<file path="config.mk">
export PLATFORM = sky130hd
export DESIGN_NAME = data_mem_arbiter
export DESIGN_NICKNAME = d
export VERILOG_FILES = /design/src/rtl/data_mem_arb_pkg.sv /design/src/rtl/data_mem_arb_select2.sv /design/src/rtl/data_mem_arbiter.sv
export SDC_FILE = /design/constraint.sdc
export NUM_CORES = 1
export LEC_CHECK = 0
export CAP_MARGIN = 20
export CORE_MARGIN = 2
export CORE_UTILIZATION = 30
export CTS_CLUSTER_SIZE = 14
export DETAILED_ROUTE_END_ITERATION = 8
export DONT_BUFFER_PORTS = 1
export MAX_ROUTING_LAYER = met4
export PLACE_DENSITY = 0.49
export SLEW_MARGIN = 15
export SYNTH_ARGS = -nofsm -noshare
export SYNTH_HDL_FRONTEND = slang
export SYNTH_SLANG_ARGS = --single-unit
</file>
<file path="constraint.sdc">
create_clock -name clk -period 1.9 [get_ports clk]
set_clock_uncertainty 0.2 [all_clocks]
set_input_delay 0.475 -clock clk [delete_from_list [all_inputs] [get_ports clk]]
set_output_delay 0.475 -clock clk [all_outputs]
set_load 0.005 [all_outputs]
</file>
<file path="src/rtl/data_mem_arb_pkg.sv">
// Shared types and constants for the data memory arbiter.
// Holds FSM state enum, default widths and requester indices.
package data_mem_arb_pkg;

    typedef enum logic [1:0] {
        IDLE   = 2'd0,
        ISSUE  = 2'd1,
        RDWAIT = 2'd2,
        RDCAP  = 2'd3
    } arb_state_e;

    localparam int AW_DEF = 5;
    localparam int DW_DEF = 16;

    localparam logic REQ_CPU = 1'b0;
    localparam logic REQ_DBG = 1'b1;

endpackage

</file>
<file path="src/rtl/data_mem_arb_select2.sv">
// arb_select2: two-request winner select plus last-grant pointer.
// Ports: req0/req1 requests, take = a grant is issued this cycle,
//        win = index of the winning requester (valid when a req is high).
// Macro ARB_ROUND_ROBIN_EN: round-robin with registered pointer;
// when undefined, fixed priority (requester 0 wins) and no clk/rst_n.
module arb_select2
    import data_mem_arb_pkg::*;
(
`ifdef ARB_ROUND_ROBIN_EN
    input  logic clk,
    input  logic rst_n,
    input  logic take,
`endif
    input  logic req0,
    input  logic req1,
    output logic win
);

`ifdef ARB_ROUND_ROBIN_EN
    logic last_q;
    logic last_d;

    always_comb begin
        win = REQ_CPU;
        if (req0 && req1) begin
            // Whoever was not granted last wins the tie.
            win = ~last_q;
        end else if (req1) begin
            win = REQ_DBG;
        end
    end

    always_comb begin
        last_d = last_q;
        if (take) begin
            last_d = win;
        end
    end

    // Reset as "last granted 1" so requester 0 wins first.
    always_ff @(posedge clk or negedge rst_n) begin
        if (!rst_n) begin
            last_q <= REQ_DBG;
        end else begin
            last_q <= last_d;
        end
    end
`else
    always_comb begin
        win = REQ_CPU;
        if (!req0 && req1) begin
            win = REQ_DBG;
        end
    end
`endif

endmodule

</file>
<file path="src/rtl/data_mem_arbiter.sv">
// data_mem_arbiter: shares the 32x16 sync data memory between the
// LSU (req0) and the debug/DMA loader (req1), one access at a time.
// Ports: req/we/addr/wdata per requester in; gnt/rvalid/rdata out;
//        mem_addr/mem_d_in/mem_wr to memory, mem_d_out from memory.
// Macro ARB_ROUND_ROBIN_EN selects round-robin over fixed priority.
module data_mem_arbiter
    import data_mem_arb_pkg::*;
#(
    parameter int AW = AW_DEF,
    parameter int DW = DW_DEF
) (
    input  logic          clk,
    input  logic          rst_n,
    input  logic          req0,
    input  logic          req1,
    input  logic          we0,
    input  logic          we1,
    input  logic [AW-1:0] addr0,
    input  logic [AW-1:0] addr1,
    input  logic [DW-1:0] wdata0,
    input  logic [DW-1:0] wdata1,
    output logic          gnt0,
    output logic          gnt1,
    output logic          rvalid0,
    output logic          rvalid1,
    output logic [DW-1:0] rdata0,
    output logic [DW-1:0] rdata1,
    output logic [AW-1:0] mem_addr,
    output logic [DW-1:0] mem_d_in,
    output logic          mem_wr,
    input  logic [DW-1:0] mem_d_out
);

    arb_state_e    state_q, state_d;
    logic          gnt0_q, gnt0_d;
    logic          gnt1_q, gnt1_d;
    logic          rvalid0_q, rvalid0_d;
    logic          rvalid1_q, rvalid1_d;
    logic [DW-1:0] rdata0_q, rdata0_d;
    logic [DW-1:0] rdata1_q, rdata1_d;
    logic [AW-1:0] mem_addr_q, mem_addr_d;
    logic [DW-1:0] mem_d_in_q, mem_d_in_d;
    logic          mem_wr_q, mem_wr_d;
    logic          owner_q, owner_d;

    logic win;
    logic take;

    // Requests are only sampled in IDLE; others simply wait.
    assign take = (state_q == IDLE) && (req0 || req1);

    arb_select2 u_sel (
`ifdef ARB_ROUND_ROBIN_EN
        .clk   (clk),
        .rst_n (rst_n),
        .take  (take),
`endif
        .req0  (req0),
        .req1  (req1),
        .win   (win)
    );

    always_comb begin
        state_d    = state_q;
        gnt0_d     = 1'b0;
        gnt1_d     = 1'b0;
        rvalid0_d  = 1'b0;
        rvalid1_d  = 1'b0;
        rdata0_d   = rdata0_q;
        rdata1_d   = rdata1_q;
        mem_addr_d = mem_addr_q;
        mem_d_in_d = mem_d_in_q;
        mem_wr_d   = 1'b0;
        owner_d    = owner_q;
        unique case (state_q)
            IDLE: begin
                if (take) begin
                    owner_d = win;
                    if (win == REQ_DBG) begin
                        gnt1_d     = 1'b1;
                        mem_addr_d = addr1;
                        mem_d_in_d = wdata1;
                        mem_wr_d   = we1;
                    end else begin
                        gnt0_d     = 1'b1;
                        mem_addr_d = addr0;
                        mem_d_in_d = wdata0;
                        mem_wr_d   = we0;
                    end
                    state_d = ISSUE;
                end
            end
            ISSUE: begin
                // mem_wr_q doubles as the command type here.
                state_d = mem_wr_q ? IDLE : RDWAIT;
            end
            RDWAIT: begin
                if (owner_q == REQ_DBG) begin
                    rvalid1_d = 1'b1;
                    rdata1_d  = mem_d_out;
                end else begin
                    rvalid0_d = 1'b1;
                    rdata0_d  = mem_d_out;
                end
                state_d = RDCAP;
            end
            RDCAP: begin
                state_d = IDLE;
            end
            default: begin
                state_d = IDLE;
            end
        endcase
    end

    always_ff @(posedge clk or negedge rst_n) begin
        if (!rst_n) begin
            state_q    <= IDLE;
            gnt0_q     <= 1'b0;
            gnt1_q     <= 1'b0;
            rvalid0_q  <= 1'b0;
            rvalid1_q  <= 1'b0;
            rdata0_q   <= '0;
            rdata1_q   <= '0;
            mem_addr_q <= '0;
            mem_d_in_q <= '0;
            mem_wr_q   <= 1'b0;
            owner_q    <= REQ_CPU;
        end else begin
            state_q    <= state_d;
            gnt0_q     <= gnt0_d;
            gnt1_q     <= gnt1_d;
            rvalid0_q  <= rvalid0_d;
            rvalid1_q  <= rvalid1_d;
            rdata0_q   <= rdata0_d;
            rdata1_q   <= rdata1_d;
            mem_addr_q <= mem_addr_d;
            mem_d_in_q <= mem_d_in_d;
            mem_wr_q   <= mem_wr_d;
            owner_q    <= owner_d;
        end
    end

    assign gnt0     = gnt0_q;
    assign gnt1     = gnt1_q;
    assign rvalid0  = rvalid0_q;
    assign rvalid1  = rvalid1_q;
    assign rdata0   = rdata0_q;
    assign rdata1   = rdata1_q;
    assign mem_addr = mem_addr_q;
    assign mem_d_in = mem_d_in_q;
    assign mem_wr   = mem_wr_q;

endmodule

</file>
==> results.py, run 1 <==
metrics = {
    "run_status": {
        "status": "finished, violations left",
        "violations": "hold timing",
    },
    "power_and_ir_drop": {
        "leakage_nw": 1.34,
        "vdd_drop_max_mv": 0.583,
        "power.density_mw_per_mm2": 1630,
    },
    "global_route": {
        "grt_pass1_wl_um": 7850,
        "grt_max_degree": 62,
        "first_global_vias": 1509,
        "overflow": 0,
        "antenna_found_initial": 0,
        "track_usage_pct": 10.9,
    },
    "cts": {
        "root_buffer": "clkbuf_8",
        "clkLatencyLatePin_ns": 0.33,
        "htreeDepth": 3,
        "cts_buffers": 9,
        "ctsLongestPathBuffers": 2,
        "cts_tree": "done",
        "cts.sinks": 61,
        "clk_pin_slew_ns": 0.07,
    },
    "floorplanning": {
        "boundaryPins": 122,
        "die_w_um": 98.6,
        "die_h_um": 98.6,
        "core_area_sq_mm": 0.00872,
        "start_util_pct": 30.8,
        "rows": 34,
        "die-area_sq_mm": 0.00972,
    },
    "synth": {
        "ys_seq_elements": 61,
        "syn_area_per_cell_sq_um": 16.6,
        "syn_area_sq_mm": 0.00269,
        "synth_seq_area_share_pct": 56.8,
        "netlist_instances": 162,
        "syn_nets": 226,
        "ys.warnings.count": 0,
        "synth.distinct_cells": 20,
    },
    "sta": {
        "holdWs_ns": -0.364,
        "period_minus_slack_ns": 1.71,
        "fmax_mhz": 586,
        "setup-tns-final_ns": 0,
        "rsz0062_at_grt": "no",
        "worst_pin_slew_ns": 0.500,
        "timing.final.crit_share_pct": 89.9,
        "finalMaxSlewViolations": 0,
        "slew_headroom_pct": 66.5,
        "hold_viol_final": 61,
        "setup_viol": 0,
    },
    "cells_and_area": {
        "fill_cells": 833,
        "nNetsFinal": 235,
        "final_cell_mix": "61 x dfrtp_1, 36 x mux2_4, 31 x mux2_2",
        "antenna-diode-count": 0,
        "layout_commonest_cell": "dfrtp_1",
        "final_cell_area_sq_mm": 0.00297,
        "area_growth_pct": 10.6,
        "drive_gt1_share_pct": 51.4,
    },
    "critical_path": {
        "crit_chain": "nand3b_2 -> mux2_2",
        "crit_slowest_cell": "nand3b_2",
        "worstPathArrival_ns": 1.72,
        "r2r-start": "state_q[0]",
        "start_kind": "register",
        "path_class": "register to register",
        "crit_path_max_incr_delay_ns": 0.54,
        "reg2regPathDepth": 2,
        "worst_setup_path_end_kind": "register",
        "ff2ff_setup_slack_ns": 0.19,
        "regToRegEndpoint": "rdata1[0]",
        "path_max_fanout": 17,
        "required_ns": 1.91,
    },
    "flow_run": {
        "cap_violations": 0,
    },
    "route": {
        "postRouteAntennaNets": 0,
        "via_per_inst": 4.80,
        "routed_wirelength_um": 4960,
        "dr.pass1.iters": 3,
        "wl_per_cell_um": 17.5,
        "drt_iter0_drc": 17,
        "route.vias.total": 1358,
        "drc": 0,
    },
    "placement": {
        "gp_congestion": 0.742,
        "io_buffers": 0,
        "post_dp_cell_area_sq_mm": 0.00280,
        "post-dp-hpwl_um": 3610,
    },
    "hold_path": {
        "holdCritPathClass": "input pin to asynchronous set/reset pin",
    },
}
cell usage after synthesis:
library cell	number	area share [%]
nand2_1	3	0.42
and2_2	1	0.28
o21a_2	1	0.33
dfrtp_1	61	57
nand2b_1	2	0.47
mux2_1	7	2.9
and2_1	1	0.23
inv_1	2	0.28
mux2_4	36	20
mux2_2	31	13
nor2_4	1	0.42
nor3_1	2	0.37
buf_2	1	0.19
o21ai_0	1	0.19
a21oi_1	1	0.19
buf_4	3	0.84
nand3b_2	1	0.42
buf_6	1	0.42
buf_12	2	1.5
nor2_1	4	0.56
where the power goes:
part / leakage [nW] / total (W) / switching [W] / internal [W]
clock: 0.0812 / 0.000964 / 0.000468 / 0.000496
sequential: 0.725 / 0.00249 / 0.000528 / 0.00196
combinational: 0.539 / 0.00140 / 0.000458 / 0.000939
timing repair:
item | 4_1_cts | 5_1_grt
resized for setup | 0 | 0
endpoints found under the hold margin | 61 | 61
buffers inserted | 0 | 0
cells by family (layout without fill, tap and decap cells):
group | count (synthesis) | in the layout | synth area share (%)
muxes | 74 | 74 | 36.1
DFF | 61 | 61 | 56.8
and+or+nand+nor | 15 | 15 | 3.17
buffers and inverters | 9 | 22 | 3.22
AOI/OAI and AO/OA | 3 | 3 | 0.699
per-stage QoR:
stage / total power (W) / setup WS (ns) / std cells / hold WS (ns) / util [%]
after floorplan: 0.00357 / 0.166 / 162 / -0.0206 / -
after global placement: 0.00386 / 0.177 / 268 / -0.0192 / 32.2
after detailed placement: 0.00396 / 0.130 / 268 / -0.0193 / 32.2
after CTS: 0.00496 / 0.133 / 283 / -0.397 / 34.1
after global routing: 0.00517 / 0.0776 / 283 / -0.407 / 34.1
final: 0.00485 / 0.192 / 283 / -0.364 / 34.1
worst max-delay path, delay by kind of cell, from the launching register on:
kind	cells	cell delay [ns]
AND/OR/NAND/NOR	1	0.54
multiplexers	1	0.44
flip-flops	1	0.42
metal layers:
layer  vias up  GRT usage (%)  share of wire [%]
met1       670           11.2                 37
li1        587              -                  -
met4         0           4.21                1.5
met5         -              -                  0
met2        90           17.0                 49
met3        11           6.52                 12
cell type report:
| cell class | instances | area, sq um | share of cell area [%] |
|---|---|---|---|
| repair buffers | 5 | 62.6 | 2.11 |
| clock buffers | 11 | 141 | 4.76 |
| well taps | 108 | 135 | 4.55 |
| inverters | 2 | 7.51 | 0.253 |
| flip-flops and latches | 61 | 1530 | 51.4 |
| multi-input cells | 92 | 1070 | 36.1 |
| clock inverters | 4 | 25.0 | 0.842 |
worst max-delay path by stage:
stage | from | endpoint | slack, ns
final | state_q[0] | rdata1[0] | 0.19
after global routing | state_q[0] | rdata1[5] | 0.08
after CTS | state_q[0] | rdata1[0] | 0.13
after detailed placement | state_q[0] | rdata1[0] | 0.13
after global placement | req0 | mem_addr[4] | 0.18
after floorplan | req0 | mem_d_in[1] | 0.17
state kept, by name (all words and copies together), names as in the netlist, named ones only:
signal,flops
mem_d_in,16
rdata0,16
rdata1,16
mem_addr,5
gnt0,1
gnt1,1
mem_wr,1
owner_q,1
rvalid0,1
rvalid1,1
state_q,1
(Power assumes the default switching activity.)
==> run 2: changes to the inputs <==
- MAX_ROUTING_LAYER: met4 -> not set
- clock period: 1.9 -> 1.83 ns (I/O delays scaled with it)
==> run 2 against run 1 <==
Flip-flop and latch count unchanged. Non-clock buffer count increased by 1. Utilization increased by 0.46 points. The run still ends with hold timing left.
==> results.py, run 2 (synthesis results as in run 1) <==
metrics = {
    "critical_path": {
        "required_ns": 1.84,
        "worstPathArrival_ns": 1.67,
        "reg2regPathDepth": 4,
        "worst_setup_path_end_kind": "register",
        "path_max_fanout": 10,
        "path_class": "register to register",
        "crit_slowest_cell": "dfrtp_1",
        "crit_chain": "nor2_1 -> o21a_2 -> buf_12 -> mux2_2",
        "crit_path_max_incr_delay_ns": 0.46,
        "start_kind": "register",
        "ff2ff_setup_slack_ns": 0.17,
    },
    "cts": {
        "cts_tree": "done",
        "clk_pin_slew_ns": 0.06,
        "cts_buffers": 9,
        "root_buffer": "clkbuf_8",
        "htreeDepth": 3,
        "ctsLongestPathBuffers": 2,
        "clkLatencyLatePin_ns": 0.32,
        "cts_setup_buffers": 0,
        "cts.sinks": 61,
    },
    "power_and_ir_drop": {
        "leakage_nw": 1.38,
        "power.density_mw_per_mm2": 1720,
        "vdd_drop_max_mv": 0.601,
    },
    "flow_run": {
        "cap_violations": 0,
    },
    "sta": {
        "period_minus_slack_ns": 1.66,
        "finalMaxSlewViolations": 0,
        "worst_pin_slew_ns": 0.277,
        "setup_viol": 0,
        "setup-tns-final_ns": 0,
        "hold_viol_final": 61,
        "rsz0062_at_grt": "no",
        "fin_ws_ns": 0.174,
        "slew_headroom_pct": 81.5,
        "fmax_mhz": 604,
        "timing.final.crit_share_pct": 90.5,
        "holdWs_ns": -0.380,
    },
    "cells_and_area": {
        "layout_commonest_cell": "dfrtp_1",
        "final_cell_mix": "61 x dfrtp_1, 36 x mux2_4, 31 x mux2_2",
        "final_cell_area_sq_mm": 0.00301,
        "antenna-diode-count": 0,
        "nNetsFinal": 236,
        "area_growth_pct": 12.1,
        "drive_gt1_share_pct": 51.1,
        "fill_cells": 827,
    },
    "floorplanning": {
        "die-area_sq_mm": 0.00972,
        "start_util_pct": 30.8,
        "boundaryPins": 122,
        "core_area_sq_mm": 0.00872,
        "die_h_um": 98.6,
        "die_w_um": 98.6,
        "rows": 34,
    },
    "route": {
        "dr.pass1.iters": 2,
        "postRouteAntennaNets": 0,
        "wl_per_cell_um": 17.7,
        "via_per_inst": 4.79,
        "route.vias.total": 1360,
        "drt_iter0_drc": 12,
        "routed_wirelength_um": 5040,
        "drc": 0,
    },
    "global_route": {
        "use_met2_pct": 17.3,
        "first_global_vias": 1492,
        "grt_max_degree": 62,
        "antenna_found_initial": 0,
        "grt_util_met3_pct": 5.67,
        "track_usage_pct": 10.7,
        "grt_pass1_wl_um": 7950,
        "grt-busiest-layer": "met2",
        "use_met1_pct": 11.3,
        "overflow": 0,
    },
    "placement": {
        "post_dp_cell_area_sq_mm": 0.00282,
        "io_buffers": 0,
        "place_ws_ns": 0.0533,
        "gp_congestion": 0.700,
        "post-dp-hpwl_um": 3600,
    },
    "hold_path": {
        "holdCritPathClass": "input pin to asynchronous set/reset pin",
    },
    "run_status": {
        "violations": "hold timing",
        "status": "finished, violations left",
    },
}
[run 2: cell types whose count changed in the layout (fill, tap and decap cells not counted)]
cell        change
nand3b_2        -1
nand3b_4        +1
clkinvlp_4      -2
clkbuf_1        +1
clkbuf_8        +2
clkinv_2        -1
buf_12          +1
[run 2: cell type report]
| cell class | instances | area [sq um] | area share (%) |
|---|---|---|---|
| sequential | 61 | 1530 | 50.7 |
| clock buffer | 14 | 173 | 5.74 |
| tap | 108 | 135 | 4.49 |
| multi-input combinational | 92 | 1080 | 35.9 |
| timing repair buffer | 6 | 82.6 | 2.74 |
| inverter | 2 | 7.51 | 0.249 |
| clock inverter | 1 | 5.00 | 0.166 |
[run 2: per-stage QoR]
step                      power, W  hold WS, ns  instances  utilization (%)
after global routing       0.00551       -0.412        284             34.5
after global placement     0.00405      -0.0367        269             32.4
final                      0.00517       -0.380        284             34.5
after detailed placement   0.00415      -0.0369        269             32.4
after CTS                  0.00527       -0.406        284             34.4
after floorplan            0.00370      -0.0381        162                -
[run 2: final timing paths]
path / to / startpoint
worst min-delay path: rdata0[8] / rst_n
min in group clk: state_q[0] / req0
worst min register to register: rdata0[10] / rdata0[10]
worst max register to register: mem_addr[4] / register
worst max-delay path: mem_addr[4] / register
max in group asynchronous: mem_d_in[7] / rst_n
[run 2: critical path, delay by kind of cell, from the launching register on]
| kind | cells | cell delay, ns |
|---|---|---|
| AO/OA/AOI/OAI | 1 | 0.23 |
| multiplexers | 1 | 0.33 |
| flip-flops | 1 | 0.46 |
| buffers and inverters | 1 | 0.16 |
| AND/OR/NAND/NOR | 1 | 0.15 |
[run 2: layer usage]
| layer | vias to the layer above | part of all wire, % |
|---|---|---|
| li1 | 588 | - |
| met1 | 671 | 37 |
| met2 | 91 | 49 |
| met3 | 10 | 12 |
| met4 | 0 | 1.7 |
| met5 | - | 0 |
[run 2: repair_timing]
item                                   CTS  global route
endpoints found under the hold margin   61            61
resized for setup                        0             1
setup endpoints to repair                0             1
[run 2: power breakdown]
group	switching, W	internal, W	total, W
registers	0.000560	0.00203	0.00259
clock network	0.000480	0.000594	0.00107
logic	0.000484	0.00102	0.00150
==> run 3: changes to the inputs <==
- REMOVE_ABC_BUFFERS: not set -> 1
==> run 3 against run 2 <==
The flow still finishes with violations (hold timing). Fmax decreased by 4.3%. Via count up 0.74%. Combinational power is essentially flat. Setup slack worse by 0.075 ns. Register-to-register slack worse by 0.07 ns. Critical path depth is the same. Global-route usage rose by 0.50 points. Critical endpoint is now mem_d_in[15]. Largest cell class unchanged.
==> results.py, run 3 (synthesis results as in run 1) <==
metrics = {
    "global_route": {
        "use_met1_pct": 11.1,
        "grt_max_degree": 62,
        "use_met2_pct": 19.3,
        "antenna_found_initial": 0,
        "overflow": 0,
        "first_global_vias": 1594,
        "track_usage_pct": 11.2,
        "grt_util_met3_pct": 5.53,
        "grt-busiest-layer": "met2",
        "grt_pass1_wl_um": 8330,
    },
    "cts": {
        "cts.sinks": 61,
        "cts_resized": 0,
        "root_buffer": "clkbuf_8",
        "clkLatencyLatePin_ns": 0.33,
        "cts_tree": "done",
        "ctsLongestPathBuffers": 2,
        "cts_buffers": 9,
        "htreeDepth": 3,
        "cts_setup_buffers": 0,
        "clk_pin_slew_ns": 0.07,
    },
    "power_and_ir_drop": {
        "leakage_nw": 1.36,
        "vdd_drop_max_mv": 0.627,
        "finalPower_w": 0.00514,
        "power.density_mw_per_mm2": 1710,
    },
    "floorplanning": {
        "start_util_pct": 30.8,
        "die_h_um": 98.6,
        "core_area_sq_mm": 0.00872,
        "die_w_um": 98.6,
        "die-area_sq_mm": 0.00972,
        "boundaryPins": 122,
        "rows": 34,
    },
    "placement": {
        "io_buffers": 0,
        "gp_congestion": 0.698,
        "post-dp-hpwl_um": 3730,
        "post_dp_cell_area_sq_mm": 0.00282,
        "place_ws_ns": 0.0491,
    },
    "critical_path": {
        "worstPathArrival_ns": 1.74,
        "worst_setup_path_end_kind": "register",
        "r2r-start": "state_q[0]",
        "required_ns": 1.84,
        "startpoint": "state_q[0]",
        "path_max_fanout": 21,
        "cp-endpoint": "mem_d_in[15]",
        "ff2ff_setup_slack_ns": 0.1,
        "reg2regPathDepth": 4,
        "regToRegEndpoint": "mem_d_in[15]",
        "path_class": "register to register",
        "start_kind": "register",
    },
    "cells_and_area": {
        "area_growth_pct": 11.8,
        "final_cell_mix": "61 x dfrtp_1, 36 x mux2_4, 31 x mux2_2",
        "antenna-diode-count": 0,
        "final_cell_area_sq_mm": 0.00300,
        "drive_gt1_share_pct": 52.0,
        "nNetsFinal": 235,
        "layout_commonest_cell": "dfrtp_1",
    },
    "route": {
        "route.vias.total": 1370,
        "drt_iter0_drc": 9,
        "wl_per_cell_um": 18.0,
        "postRouteAntennaNets": 0,
        "routed_wirelength_um": 5100,
        "drc": 0,
        "dr.pass1.iters": 3,
        "via_per_inst": 4.84,
    },
    "sta": {
        "setup_viol": 0,
        "fmax_mhz": 578,
        "rsz0062_at_grt": "no",
        "fin_ws_ns": 0.0993,
        "worst_pin_slew_ns": 0.508,
        "holdWs_ns": -0.381,
        "slew_headroom_pct": 65.9,
        "hold_viol_final": 61,
        "finalMaxSlewViolations": 0,
        "timing.final.crit_share_pct": 94.6,
        "period_minus_slack_ns": 1.73,
    },
    "run_status": {
        "status": "finished, violations left",
        "violations": "hold timing",
    },
    "hold_path": {
        "holdCritPathClass": "input pin to asynchronous set/reset pin",
    },
    "flow_run": {
        "cap_violations": 0,
    },
}
run 3: cell types whose count changed in the layout (fill, tap and decap cells not counted), sizes merged:
cell,delta
clkbuf,-2
clkinvlp,+2
buf,-1
run 3: worst max-delay path: stages, from the launching register on:
cell	delay [ns]
dfrtp_1	0.42
nor2_1	0.23
o21a_2	0.20
buf_12	0.20
mux2_2	0.36
run 3: cell type report:
| class | count | area (sq um) |
|---|---|---|
| Clock buffer | 12 | 165 |
| Clock inverter | 3 | 20.0 |
| Fill cell | 827 | 5720 |
| Inverter | 2 | 7.51 |
| Multi-Input combinational cell | 92 | 1070 |
| Sequential cell | 61 | 1530 |
| Tap cell | 108 | 135 |
| Timing Repair Buffer | 5 | 75.1 |
run 3: worst min path at each step:
| stage | start | end | cells past startpoint |
|---|---|---|---|
| finish | rst_n | rdata1[15] | 0 |
| global route | rst_n | rdata1[3] | 0 |
| CTS | rst_n | rdata1[15] | 0 |
| detailed placement | rst_n | rdata0[15] | 0 |
| global placement | rst_n | rdata0[15] | 0 |
| floorplan | rst_n | asynchronous set/reset pin | 0 |
run 3: routing by layer:
metal	routed length, um	share of wire [%]
met5	0	0
met4	108	2.1
met3	619	12
met2	2570	50
met1	1800	35
run 3: metrics by stage:
| step | util (%) | cells | TNS, ns |
|---|---|---|---|
| floorplan | - | 155 | -8.23 |
| global placement | 32.3 | 268 | 0 |
| detailed placement | 32.3 | 268 | 0 |
| CTS | 34.4 | 283 | 0 |
| global route | 34.4 | 283 | 0 |
| finish | 34.4 | 283 | 0 |
run 3: power by group:
group / internal [W] / leakage [nW] / switching (W)
clock: 0.000592 / 0.0905 / 0.000504
combinational: 0.000984 / 0.544 / 0.000487
sequential: 0.00203 / 0.725 / 0.000541
total: 0.00361 / 1.36 / 0.00153
